==> src/rtl/vecgate_sweep_ctrl_if.sv <==
// Handshake and datapath bundle between the sweep controller and its environment.
// The controller takes the master side; the host plus vector-gate datapath take the slave side.
interface vecgate_sweep_ctrl_if;
    logic       start;
    logic [2:0] b_in;
    logic [2:0] dp_a;
    logic [2:0] dp_b;
    logic [2:0] dp_bitw;
    logic       dp_logic;
    logic [5:0] dp_not;
    logic       out_valid;
    logic       out_ready;
    logic [2:0] out_a;
    logic [2:0] out_bitw;
    logic       out_logic;
    logic [5:0] out_not;
    logic       busy;
    logic       done;
    logic [3:0] err_cnt;

    modport master (
        input  start, b_in, dp_bitw, dp_logic, dp_not, out_ready,
        output dp_a, dp_b, out_valid, out_a, out_bitw, out_logic, out_not,
               busy, done, err_cnt
    );

    modport slave (
        output start, b_in, dp_bitw, dp_logic, dp_not, out_ready,
        input  dp_a, dp_b, out_valid, out_a, out_bitw, out_logic, out_not,
               busy, done, err_cnt
    );
endinterface

==> src/rtl/vecgate_sweep_ctrl.sv <==
// Sweeps operand A from A_FIRST to A_LAST (mod 8) against a latched B, offering one result record per A.
// Optional golden-model checker enabled by macro SWEEP_CHECK_EN (drives err_cnt; tied to 0 otherwise).
module vecgate_sweep_ctrl #(
    parameter logic [2:0] A_FIRST = 3'd0,
    parameter logic [2:0] A_LAST  = 3'd7
) (
    input  logic               clk,
    input  logic               reset,
    vecgate_sweep_ctrl_if.master bus
);

    typedef enum logic [2:0] {IDLE, DRIVE, CAPTURE, OFFER, DONE} state_t;

    state_t     state;
    logic [2:0] a;
    logic [2:0] dp_a;
    logic [2:0] dp_b;
    logic       out_valid;
    logic [2:0] out_a;
    logic [2:0] out_bitw;
    logic       out_logic;
    logic [5:0] out_not;
    logic       busy;
    logic       done;

    always_ff @(posedge clk) begin
        if (reset) begin
            state     <= IDLE;
            a         <= 3'd0;
            dp_a      <= 3'd0;
            dp_b      <= 3'd0;
            out_valid <= 1'b0;
            out_a     <= 3'd0;
            out_bitw  <= 3'd0;
            out_logic <= 1'b0;
            out_not   <= 6'd0;
            busy      <= 1'b0;
            done      <= 1'b0;
        end else begin
            done <= 1'b0;
            case (state)
                IDLE: begin
                    if (bus.start) begin
                        // dp_b doubles as the latched B for the whole sweep
                        a     <= A_FIRST;
                        dp_a  <= A_FIRST;
                        dp_b  <= bus.b_in;
                        busy  <= 1'b1;
                        state <= DRIVE;
                    end
                end
                DRIVE: begin
                    state <= CAPTURE;
                end
                CAPTURE: begin
                    out_a     <= a;
                    out_bitw  <= bus.dp_bitw;
                    out_logic <= bus.dp_logic;
                    out_not   <= bus.dp_not;
                    out_valid <= 1'b1;
                    state     <= OFFER;
                end
                OFFER: begin
                    if (bus.out_ready) begin
                        out_valid <= 1'b0;
                        if (a == A_LAST) begin
                            done  <= 1'b1;
                            state <= DONE;
                        end else begin
                            a     <= a + 3'd1;
                            dp_a  <= a + 3'd1;
                            state <= DRIVE;
                        end
                    end
                end
                DONE: begin
                    busy  <= 1'b0;
                    state <= IDLE;
                end
                default: begin
                    state <= IDLE;
                end
            endcase
        end
    end

`ifdef SWEEP_CHECK_EN
    logic       mismatch;
    logic [3:0] err_cnt;

    // dp_a equals a and dp_b holds the latched B throughout CAPTURE
    always_comb begin
        mismatch = 1'b0;
        if (bus.dp_bitw != (dp_a | dp_b))                     mismatch = 1'b1;
        if (bus.dp_logic != ((dp_a != 3'd0) || (dp_b != 3'd0))) mismatch = 1'b1;
        if (bus.dp_not != {~dp_b, ~dp_a})                     mismatch = 1'b1;
    end

    always_ff @(posedge clk) begin
        if (reset) begin
            err_cnt <= 4'd0;
        end else if (state == IDLE && bus.start) begin
            err_cnt <= 4'd0;
        end else if (state == CAPTURE && mismatch && err_cnt != 4'hF) begin
            err_cnt <= err_cnt + 4'd1;
        end
    end

    assign bus.err_cnt = err_cnt;
`else
    assign bus.err_cnt = 4'd0;
`endif

    assign bus.dp_a      = dp_a;
    assign bus.dp_b      = dp_b;
    assign bus.out_valid = out_valid;
    assign bus.out_a     = out_a;
    assign bus.out_bitw  = out_bitw;
    assign bus.out_logic = out_logic;
    assign bus.out_not   = out_not;
    assign bus.busy      = busy;
    assign bus.done      = done;

endmodule

==> src/flat_wrapper.sv <==
// flat-port wrapper written by rule: the top's interface ports become plain ports
module vecgate_sweep_ctrl_flat 
#(
    parameter logic [2:0] A_FIRST = 3'd0,
    parameter logic [2:0] A_LAST  = 3'd7
)
  (clk, reset, bus_start, bus_b_in, bus_dp_bitw, bus_dp_logic, bus_dp_not, bus_out_ready, bus_dp_a, bus_dp_b, bus_out_valid, bus_out_a, bus_out_bitw, bus_out_logic, bus_out_not, bus_busy, bus_done, bus_err_cnt);
  vecgate_sweep_ctrl_if bus_i ();
  input  logic clk;
  input  logic reset;
  input wire logic [$bits(bus_i.start)-1:0] bus_start;
  input wire logic [$bits(bus_i.b_in)-1:0] bus_b_in;
  input wire logic [$bits(bus_i.dp_bitw)-1:0] bus_dp_bitw;
  input wire logic [$bits(bus_i.dp_logic)-1:0] bus_dp_logic;
  input wire logic [$bits(bus_i.dp_not)-1:0] bus_dp_not;
  input wire logic [$bits(bus_i.out_ready)-1:0] bus_out_ready;
  output wire logic [$bits(bus_i.dp_a)-1:0] bus_dp_a;
  output wire logic [$bits(bus_i.dp_b)-1:0] bus_dp_b;
  output wire logic [$bits(bus_i.out_valid)-1:0] bus_out_valid;
  output wire logic [$bits(bus_i.out_a)-1:0] bus_out_a;
  output wire logic [$bits(bus_i.out_bitw)-1:0] bus_out_bitw;
  output wire logic [$bits(bus_i.out_logic)-1:0] bus_out_logic;
  output wire logic [$bits(bus_i.out_not)-1:0] bus_out_not;
  output wire logic [$bits(bus_i.busy)-1:0] bus_busy;
  output wire logic [$bits(bus_i.done)-1:0] bus_done;
  output wire logic [$bits(bus_i.err_cnt)-1:0] bus_err_cnt;
  assign bus_i.start = bus_start;
  assign bus_i.b_in = bus_b_in;
  assign bus_i.dp_bitw = bus_dp_bitw;
  assign bus_i.dp_logic = bus_dp_logic;
  assign bus_i.dp_not = bus_dp_not;
  assign bus_i.out_ready = bus_out_ready;
  assign bus_dp_a = bus_i.dp_a;
  assign bus_dp_b = bus_i.dp_b;
  assign bus_out_valid = bus_i.out_valid;
  assign bus_out_a = bus_i.out_a;
  assign bus_out_bitw = bus_i.out_bitw;
  assign bus_out_logic = bus_i.out_logic;
  assign bus_out_not = bus_i.out_not;
  assign bus_busy = bus_i.busy;
  assign bus_done = bus_i.done;
  assign bus_err_cnt = bus_i.err_cnt;
  vecgate_sweep_ctrl #(.A_FIRST(A_FIRST), .A_LAST(A_LAST)) u_core (.clk(clk), .reset(reset), .bus(bus_i));
endmodule
==> config.mk <==
export PLATFORM = sky130hd
export DESIGN_NAME = vecgate_sweep_ctrl_flat
export DESIGN_NICKNAME = d
export VERILOG_FILES = /design/src/rtl/vecgate_sweep_ctrl_if.sv /design/src/rtl/vecgate_sweep_ctrl.sv /design/src/flat_wrapper.sv
export SDC_FILE = /design/constraint.sdc
export NUM_CORES = 1
export LEC_CHECK = 0
export ABC_AREA = 1
export BUFFER_PORTS_ARGS = -buffer_cell sky130_fd_sc_hd__buf_2
export CAP_MARGIN = 20
export CORE_MARGIN = 3
export CORE_UTILIZATION = 41
export CTS_CLUSTER_DIAMETER = 150
export DETAILED_ROUTE_END_ITERATION = 8
export PLACE_DENSITY = 0.73
export SLEW_MARGIN = 25
export SYNTH_ARGS = -nofsm -noshare
export SYNTH_HDL_FRONTEND = slang
export SYNTH_SLANG_ARGS = --single-unit
==> constraint.sdc <==
create_clock -name clk -period 1.12 [get_ports clk]
set_input_delay 0.056 -clock clk [delete_from_list [all_inputs] [get_ports clk]]
set_output_delay 0.056 -clock clk [all_outputs]
set_load 0.01 [all_outputs]
; After elaboration in Yosys (flattened, before gate mapping)
; Cells that the tools add are included.
[classes]
bitwise_logic = 2
mux = 13
n_eq_ne = 8
n_reduce_logical = 10
n_addsub = 1
[ops]
columns = op, n
row1 = two-way mux 3 bit, 6
row2 = case mux 3 bit (4 select lines), 1
row3 = AND reduction 2 bit, 4
row4 = "equality test 3 x 2 -> 1 bit, second input constant", 2
row5 = "equality test 3 bit, second input constant", 2
row6 = "!= test 2 bit, second input constant", 3
row7 = case mux 3 bit (2 select lines), 1
row8 = nonzero test 2 bit, 3
row9 = case mux 1 bit (2 select lines), 2
row10 = AND reduction 4 bit, 1
row11 = "adder 3 x 1 -> 3 bit, second input constant", 1
row12 = "equality test 3 x 1 -> 1 bit, second input constant", 1
row13 = logical NOT 3 bit, 1
row14 = two-way mux 1 bit, 3
row15 = OR reduction 3 bit, 1
row16 = NOT 1 bit, 2
[word_totals]
word_cells = 44
regBits = 25

; Depth between registers and ports, before layout
; Gate-level depths: netlist (run 1).
[logic_depth]
depth_word = 4
depth_mapped = 8
depth_no_buf = 8

; Worst setup path after synthesis (run 1)
; OpenSTA, ideal clock, no wires.
[synth_path]
path_kind = register -> register
startpoint = register u_core.a[0]
endpoint = register u_core.a[2]
required_ps = 1007
n_path_buf = 0
slack_ps = -165
period_less_slack_ps = 1285
t_arrival_ps = 1172
stages_incl_launch_ff = 9
path_cell_list = dfxtp_1 -> ha_1 -> ha_1 -> nand2_1 -> nand2_1 -> nor2_2 -> nand2_1 -> nand2_1 -> nor2_1
[synth_between]
elab_chain_len = 4
word_cells_on_any_way = 7
classes_between = 1 x add/sub / 2 x eq/ne / 3 x mux / 1 x reduce/logical
[synth_rtl]
columns = item, line_no
row1 = start: declaration, vecgate_sweep_ctrl.sv:15  ; logic [2:0] a;
row2 = start signal: assignment, vecgate_sweep_ctrl.sv:70  ; a <= a + 3'd1;
row3 = adder 3 x 1 -> 3 bit, vecgate_sweep_ctrl.sv:70
row4 = two-way mux 3 bit, vecgate_sweep_ctrl.sv:66  ; if (a == A_LAST) begin
row5 = two-way mux 3 bit, vecgate_sweep_ctrl.sv:64  ; if (bus.out_ready) begin
row6 = case mux 3 bit (2 select lines), vecgate_sweep_ctrl.sv:41  ; case (state)
; Several ways; a longest one is shown, not always the timed one. The select of a mux whose other input is x is not followed.
; A chain may end at the register's enable or synchronous reset.

; Worst setup path after layout (run 1)
[layout_path]
startpoint = register u_core.a[0]
endpoint = register u_core.a[1]
; The elaborated chain is that of the path after synthesis.

==> impl_metrics.tcl, run 1 <==
set metrics [dict create \
    insertion_delay_ns 0.30 \
    yosysMostFrequentCell "dfxtp_1" \
    period_minus_slack_ns 1.166 \
    fin_hold_ws_ns 0.02290 \
    ant_nets 0 \
    die_w_um 56.03 \
    wl_per_cell_um 10.56 \
    synth_commonest_cells "dfxtp_1, inv_1, a21oi_1" \
    rr_startpoint "u_core.a[0]" \
    ctsLongestPathBuffers 2 \
    maxCapViolations 0 \
    rrSetupSlack_ns -0.05 \
    worstHoldPathCells 3 \
    synth_top_area_frac 0.4878 \
    vias 991 \
    path_depth 8 \
    vias_per_cell 4.653 \
    worst_path_max_delay_cell "dfxtp_4" \
    hpwlAfterDp_mm 1.713 \
    synth_top_cell_by_area "dfxtp_1" \
    synth-edff-count 0 \
    synth_warnings 0 \
    powerDensity_nw_per_um2 1634 \
    place_congestion 0.8122 \
    cts_tree "built" \
    cts.sinks 25 \
    nFillCells 201 \
    dpl_cell_area_um2 1345 \
    synth_area_leaders "dfxtp_1, a21oi_1, o21ai_0" \
    reg2reg_to "u_core.a[1]" \
    clkTransAtPathRegs_ns 0.13 \
    cp-start-kind "flip-flop" \
    synth_flop_cell "dfxtp_1" \
    status "complete, but fails checks" \
    grt_pass1_wl_mm 3.726 \
    worstPathCellList "ha_4 -> ha_4 -> nand2_4 -> nand2_4 -> nor2_4 -> nand2_1 -> nand2_1 -> nor2_1" \
    netlist_area_um2 1026 \
    crit_fanout 5 \
    crit_arrival_ns 1.37 \
    grt-ovfl-total 0 \
    multi_input_area_um2 491.7 \
    critPathTopFamily "simple AND/OR/NAND/NOR gates" \
    drive_gt1_frac 0.4270 \
    power_leakage_nw 0.7250 \
    cp.required_ns 1.32 \
    layout.area.seq_um2 513.0 \
    drv_slew 0 \
    cts_root_buf "clkbuf_4" \
    rows 17 \
    fmax_ghz 0.8579 \
    final_cells 213 \
    ys_ff_latch 25 \
    finalSetupViolCount 3 \
    setup_slack_ns -0.04562 \
    dr.pass1.iters 4 \
    grt_pass1_vias 886 \
    fp.dieH_um 56.03 \
    rsz0062_at_grt "true" \
    drt-initial-drc-count 40 \
    syn_to_final_growth_pct 43.90 \
    path_class "reg2reg" \
    placedCellCount 208 \
    post-route-period-util 1.041 \
    numPortBuffers 38 \
    antenna_found_initial 0 \
    syn-instance-count 133 \
    wl_mm 2.250 \
    min_path_type "in2reg" \
    ys_async_sr_fraction 0 \
    peakVddDrop_uv 930.0 \
    fin_area_um2 1476 \
    end_kind "flip-flop" \
    final_nets 205 \
    finalSetupTns_ns -0.1261 \
    cts_buffers 3 \
    initial_core_util 0.4466 \
    hold_viol 0 \
    path_buf_inv 0 \
    ys_types 20 \
    finish.utilization 0.6427 \
    rr_worst_depth 8 \
    coreArea_um2 2297 \
    grt_max_degree 17 \
    drc 0 \
    yosysSeqAreaShare 0.4878 \
    synth.avg_cell_area_um2 7.714 \
    htree_num_levels 1 \
    hp-start "bus_dp_not[4]" \
    io_pins 43 \
    grtUsageTotal 0.1414 \
    fin_worst_skew_ns 0.006802 \
    violations "setup timing" \
    antennaDiodeCount 0 \
    max_stage_delay_ns 0.37 \
    holdPathEnd "u_core.bus.out_not[4]" \
    dieArea_um2 3139 \
]
worst min-delay path: cells and delay by family:
family,cells,cell delay (ns)
compound gates,2,0.15
buf+inv,1,0.09
how the worst max path moves through the flow:
stage	from	slack, ns	endpoint
2_1_floorplan	u_core.a[0]	-0.08	u_core.a[1]
3_3_place_gp	u_core.a[0]	-0.07	u_core.a[0]
3_5_place_dp	u_core.a[0]	-0.10	u_core.a[1]
4_1_cts	u_core.a[0]	-0.05	u_core.a[1]
5_1_grt	u_core.state[2]	-0.14	u_core.a[0]
6_report	u_core.a[0]	-0.05	u_core.a[1]
power breakdown:
| part | switching [mW] | internal (mW) |
|---|---|---|
| registers | 0.111 | 1.06 |
| logic | 0.475 | 0.394 |
| clock network | 0.238 | 0.138 |
placed cells by master (no fill, tap or decap), drive strengths merged:
| master | instances |
|---|---|
| a21oi | 19 |
| a41oi | 1 |
| buf | 52 |
| clkbuf | 4 |
| conb | 4 |
| dfxtp | 25 |
| dlygate4sd3 | 1 |
| ha | 2 |
| inv | 25 |
| nand2 | 18 |
| nand3 | 5 |
| nand4 | 1 |
| nor2 | 8 |
| nor3 | 2 |
| o21ai | 18 |
cell type report:
type | instances | share of cell area
Clock buffer | 4 | 0.01780
Inverter | 25 | 0.06356
Multi-Input combinational cell | 78 | 0.3331
Sequential cell | 25 | 0.3475
Tap cell | 28 | 0.02373
Timing Repair Buffer | 53 | 0.2144
flip-flops by register name, summed over array words and instances (netlist names):
register,flops
u_core.a,3
u_core.bus.busy,1
u_core.bus.done,1
u_core.bus.dp_b,3
u_core.bus.out_a,3
u_core.bus.out_bitw,3
u_core.bus.out_logic,1
u_core.bus.out_not,6
u_core.bus.out_valid,1
u_core.state,3
cell families after synthesis:
logic type / Yosys count / share of synthesized area
DFF: 25 / 0.4878
other: 1 / 0.003655
buffers and inverters: 33 / 0.1451
AOI/OAI and AO/OA: 38 / 0.1890
adders and majority gates: 2 / 0.02439
and+or+nand+nor: 34 / 0.1500
through the flow:
step	setup slack (ns)	power, mW
after global placement	-0.07459	1.898
after CTS	-0.05194	2.336
after detailed placement	-0.1034	1.931
after floorplan	-0.07997	1.601
final	-0.04562	2.412
after global routing	-0.1406	2.582
metal layers:
metal	GRT usage	wire length (um)
met5	0	0
met4	0.05085	7
met3	0.02088	153
met2	0.2270	1076
met1	0.1910	1013
what timing repair did:
| item | 4_1_cts | 5_1_grt |
|---|---|---|
| endpoints found under the setup margin | 16 | 20 |
| gates resized for setup | 6 | 32 |
| pin swaps | 3 | 3 |
| hold endpoints to repair | 5 | 0 |
| setup buffers | 0 | 0 |
| hold buffers | 1 | 0 |
Note: power is estimated with default switching activity, not from simulation.
==> inputs of run 2 (changes only) <==
--- a/config.mk
+++ b/config.mk
@@ -13,6 +13,7 @@
 export CTS_CLUSTER_DIAMETER = 150
 export DETAILED_ROUTE_END_ITERATION = 8
 export PLACE_DENSITY = 0.73
+export SKIP_CTS_REPAIR_TIMING = 1
 export SLEW_MARGIN = 25
 export SYNTH_ARGS = -nofsm -noshare
 export SYNTH_HDL_FRONTEND = slang
==> impl_metrics.tcl, run 2 (synthesis results as in run 1) <==
set metrics [dict create \
    grt_pass1_vias 879 \
    grt-ovfl-total 0 \
    rsz0062_at_grt "true" \
    grt_max_degree 17 \
    worstHoldPathCells 3 \
    grtUsageTotal 0.1386 \
    final_cell_mix "buf_2, inv_1, dfxtp_1" \
    powerDensity_nw_per_um2 1650 \
    crit_fanout 5 \
    final_nets 205 \
    drt-initial-drc-count 45 \
    die_w_um 56.03 \
    dpl_cell_area_um2 1345 \
    drv_slew 0 \
    status "complete, but fails checks" \
    initial_core_util 0.4466 \
    dieArea_um2 3139 \
    insertion_delay_ns 0.30 \
    reg2reg_to "u_core.a[1]" \
    period_minus_slack_ns 1.181 \
    total_power_mw 2.391 \
    rrSetupSlack_ns -0.06 \
    post-route-period-util 1.055 \
    cts_tree "built" \
    ctsLongestPathBuffers 2 \
    antennaDiodeCount 0 \
    coreArea_um2 2297 \
    hold_viol 0 \
    drc 0 \
    min_path_type "in2reg" \
    clkTransAtPathRegs_ns 0.12 \
    fp.dieH_um 56.03 \
    hpwlAfterDp_mm 1.713 \
    cp.required_ns 1.32 \
    drive_gt1_frac 0.4054 \
    cts_buffers 3 \
    power_leakage_nw 0.7162 \
    crit_arrival_ns 1.38 \
    rr_startpoint "u_core.a[0]" \
    fin_worst_skew_ns 0.004453 \
    fmax_ghz 0.8465 \
    antenna_found_initial 0 \
    htree_num_levels 1 \
    grt_pass1_wl_mm 3.663 \
    final_common_cell "buf_2" \
    vias_per_cell 4.620 \
    place_congestion 0.8122 \
    wl_per_cell_um 10.39 \
    ant_nets 0 \
    cts_root_buf "clkbuf_4" \
    dr.pass1.iters 4 \
    cp-start-kind "flip-flop" \
    maxCapViolations 0 \
    finalSetupViolCount 4 \
    top_register "u_core.bus.out_not" \
    end_kind "flip-flop" \
    holdPathEnd "u_core.bus.out_logic" \
    fin_area_um2 1449 \
    peakVddDrop_uv 975.7 \
    finish.utilization 0.6307 \
    setup_slack_ns -0.06137 \
    rr_worst_depth 8 \
    io_pins 43 \
    nFillCells 213 \
    wl_mm 2.214 \
    largest_reg_flops 6 \
    vias 984 \
    path_class "reg2reg" \
    violations "setup timing" \
    syn_to_final_growth_pct 41.22 \
    hp-start "bus_dp_logic" \
    numPortBuffers 38 \
    cts.sinks 25 \
    rows 17 \
]
run 2: cell count changes in the layout (fill, tap and decap cells not counted):
cell     before  now
nor3_2        1    0
nand3_1       3    4
nor3_1        0    2
nand3_2       2    1
o21ai_1       9    8
nor3_4        1    0
nand2_2       3    2
nand2_1      12   13
buf_4        11   12
buf_6         3    2
o21ai_0       6    7
run 2: worst max path at each step:
stage          slack [ns]  depth (start not counted)           to             from
6_report            -0.06                          8  u_core.a[1]      u_core.a[0]
5_1_grt             -0.17                          8  u_core.a[0]  u_core.state[2]
4_1_cts             -0.12                          8  u_core.a[1]      u_core.a[0]
3_5_place_dp        -0.10                          8  u_core.a[1]      u_core.a[0]
3_3_place_gp        -0.07                          8  u_core.a[0]      u_core.a[0]
2_1_floorplan       -0.08                          8  u_core.a[1]      u_core.a[0]
run 2: per-stage QoR:
step / std cells / setup TNS [ns] / setup WS [ns] / hold slack (ns)
2_1_floorplan: 136 / -0.2311 / -0.07997 / 0.1251
3_3_place_gp: 208 / -0.2294 / -0.07459 / 0.2990
3_5_place_dp: 208 / -0.3771 / -0.1034 / 0.3044
4_1_cts: 212 / -0.6523 / -0.1200 / -0.02897
5_1_grt: 213 / -0.8624 / -0.1698 / 0.02076
6_report: 213 / -0.1880 / -0.06137 / 0.02599
run 2: per-layer routing:
layer | wire (um) | share of wire | GRT usage
met3 | 136 | 0.061 | 0.02088
met5 | 0 | 0 | 0
met2 | 1037 | 0.47 | 0.2237
met4 | 8 | 0.0036 | 0.04068
met1 | 1032 | 0.47 | 0.1896
run 2: where the power goes:
| part | switching [mW] | total (mW) | internal, mW |
|---|---|---|---|
| combinational | 0.462 | 0.851 | 0.389 |
| clock | 0.234 | 0.372 | 0.138 |
| sequential | 0.112 | 1.17 | 1.06 |
| total | 0.808 | 2.39 | 1.58 |
run 2: layout make-up:
type	count	area (um^2)	share of cell area
multi-input combinational	78	467.9	0.3230
timing repair buffer	53	312.8	0.2159
inverter	25	93.84	0.06477
tap	28	35.03	0.02418
clock buffer	4	26.28	0.01813
sequential	25	513.0	0.3541
run 2: critical path: stages, from the launching register on:
cell,delay (ns)
dfxtp_4,0.37
ha_4,0.15
ha_4,0.16
nand2_4,0.08
nand2_4,0.05
nor2_4,0.12
nand2_1,0.07
nand2_1,0.05
nor2_1,0.04
==> inputs of run 3 (changes only) <==
--- a/config.mk
+++ b/config.mk
@@ -14,6 +14,7 @@
 export DETAILED_ROUTE_END_ITERATION = 8
 export PLACE_DENSITY = 0.73
 export SKIP_CTS_REPAIR_TIMING = 1
+export SKIP_LAST_GASP = 1
 export SLEW_MARGIN = 25
 export SYNTH_ARGS = -nofsm -noshare
 export SYNTH_HDL_FRONTEND = slang
==> impl_metrics.tcl, run 3 (synthesis results as in run 1) <==
set metrics [dict create \
    status "complete, but fails checks" \
    violations "setup timing" \
    hold_viol 0 \
    final_nets 205 \
    cts_buffers 3 \
    drv_slew 0 \
    period_minus_slack_ns 1.181 \
    insertion_delay_ns 0.30 \
    setup_slack_ns -0.06137 \
    clkTransAtPathRegs_ns 0.12 \
    reg2reg_to "u_core.a[1]" \
    die_w_um 56.03 \
    rows 17 \
    finalSetupTns_ns -0.1880 \
    grt-ovfl-total 0 \
    final_common_cell "buf_2" \
    grt_max_degree 17 \
    drt-initial-drc-count 44 \
    fmax_ghz 0.8465 \
    place_congestion 0.8122 \
    antennaDiodeCount 0 \
    powerDensity_nw_per_um2 1653 \
    grt_pass1_vias 879 \
    ant_nets 0 \
    rrSetupSlack_ns -0.06 \
    vias 980 \
    finish.utilization 0.6291 \
    maxCapViolations 0 \
    htree_num_levels 1 \
    initial_core_util 0.4466 \
    min_path_type "in2reg" \
    peakVddDrop_uv 975.7 \
    grt_pass1_wl_mm 3.663 \
    top_register "u_core.bus.out_not" \
    fp.dieH_um 56.03 \
    cts_root_buf "clkbuf_4" \
    dieArea_um2 3139 \
    path_class "reg2reg" \
    final_cell_mix "buf_2, inv_1, dfxtp_1" \
    drive_gt1_frac 0.4000 \
    rr_startpoint "u_core.a[0]" \
    vias_per_cell 4.601 \
    grtUsageTotal 0.1386 \
    crit_arrival_ns 1.38 \
    syn_to_final_growth_pct 40.85 \
    end_kind "flip-flop" \
    endpoint "u_core.a[1]" \
    cp-start-kind "flip-flop" \
    drc 0 \
    rr_worst_depth 8 \
    fin_worst_skew_ns 0.004431 \
    power_leakage_nw 0.7150 \
    numPortBuffers 38 \
    coreArea_um2 2297 \
    crit_start "u_core.a[0]" \
    crit_fanout 5 \
    largest_reg_flops 6 \
    dr.pass1.iters 4 \
    dpl_worst_slack_ns -0.1034 \
    hpwlAfterDp_mm 1.713 \
    rsz0062_at_grt "true" \
    finalSetupViolCount 4 \
    ctsLongestPathBuffers 2 \
    cts.sinks 25 \
    post-route-period-util 1.055 \
    io_pins 43 \
    antenna_found_initial 0 \
    wl_mm 2.208 \
    cts_tree "built" \
    wl_per_cell_um 10.37 \
    cp.required_ns 1.32 \
]
-- run 3: cell counts in the layout (fill, tap and decap cells not counted) --
No cell type changed its count.
-- run 3: final cells by class --
class,count,area (um^2)
Fill cell,212,852.1
Sequential cell,25,513.0
Timing Repair Buffer,53,312.8
Multi-Input combinational cell,78,464.2
Tap cell,28,35.03
Clock buffer,4,26.28
Inverter,25,93.84
-- run 3: power breakdown --
part	switching, mW	leakage [nW]	internal [mW]
registers	0.112	0.208	1.06
clock network	0.234	0.0150	0.138
logic	0.460	0.492	0.388
total	0.806	0.715	1.58
-- run 3: routing by layer --
layer | GRT usage | wire length [um]
met2 | 0.2237 | 1026
met1 | 0.1896 | 1036
met3 | 0.02088 | 136
met4 | 0.04068 | 8
met5 | 0 | 0
-- run 3: worst min-delay path by stage --
| stage | slack (ns) | depth (start not counted) | endpoint | from |
|---|---|---|---|---|
| 2_1_floorplan | 0.13 | 1 | u_core.bus.busy | reset |
| 4_1_cts | -0.03 | 2 | u_core.bus.out_valid | reset |
| 6_report | 0.03 | 3 | u_core.bus.out_not[1] | bus_dp_not[1] |
| 5_1_grt | 0.02 | 3 | u_core.bus.out_not[1] | bus_dp_not[1] |
| 3_5_place_dp | 0.30 | 2 | u_core.bus.out_valid | reset |
| 3_3_place_gp | 0.30 | 2 | u_core.bus.out_valid | reset |
-- run 3: through the flow --
stage / hold WS [ns] / instances / power (mW) / cell area, um^2
2_1_floorplan: 0.1251 / 136 / 1.601 / 1070
3_3_place_gp: 0.2990 / 208 / 1.898 / 1345
3_5_place_dp: 0.3044 / 208 / 1.931 / 1345
4_1_cts: -0.02897 / 212 / 2.304 / 1371
5_1_grt: 0.02076 / 213 / 2.568 / 1445
6_report: 0.02696 / 213 / 2.388 / 1445
-- run 3: worst max-delay path, cell delays in order (launching register included) --
cell	delay [ns]
dfxtp_4	0.37
ha_4	0.15
ha_4	0.16
nand2_4	0.08
nand2_4	0.05
nor2_4	0.12
nand2_1	0.07
nand2_1	0.05
nor2_1	0.04
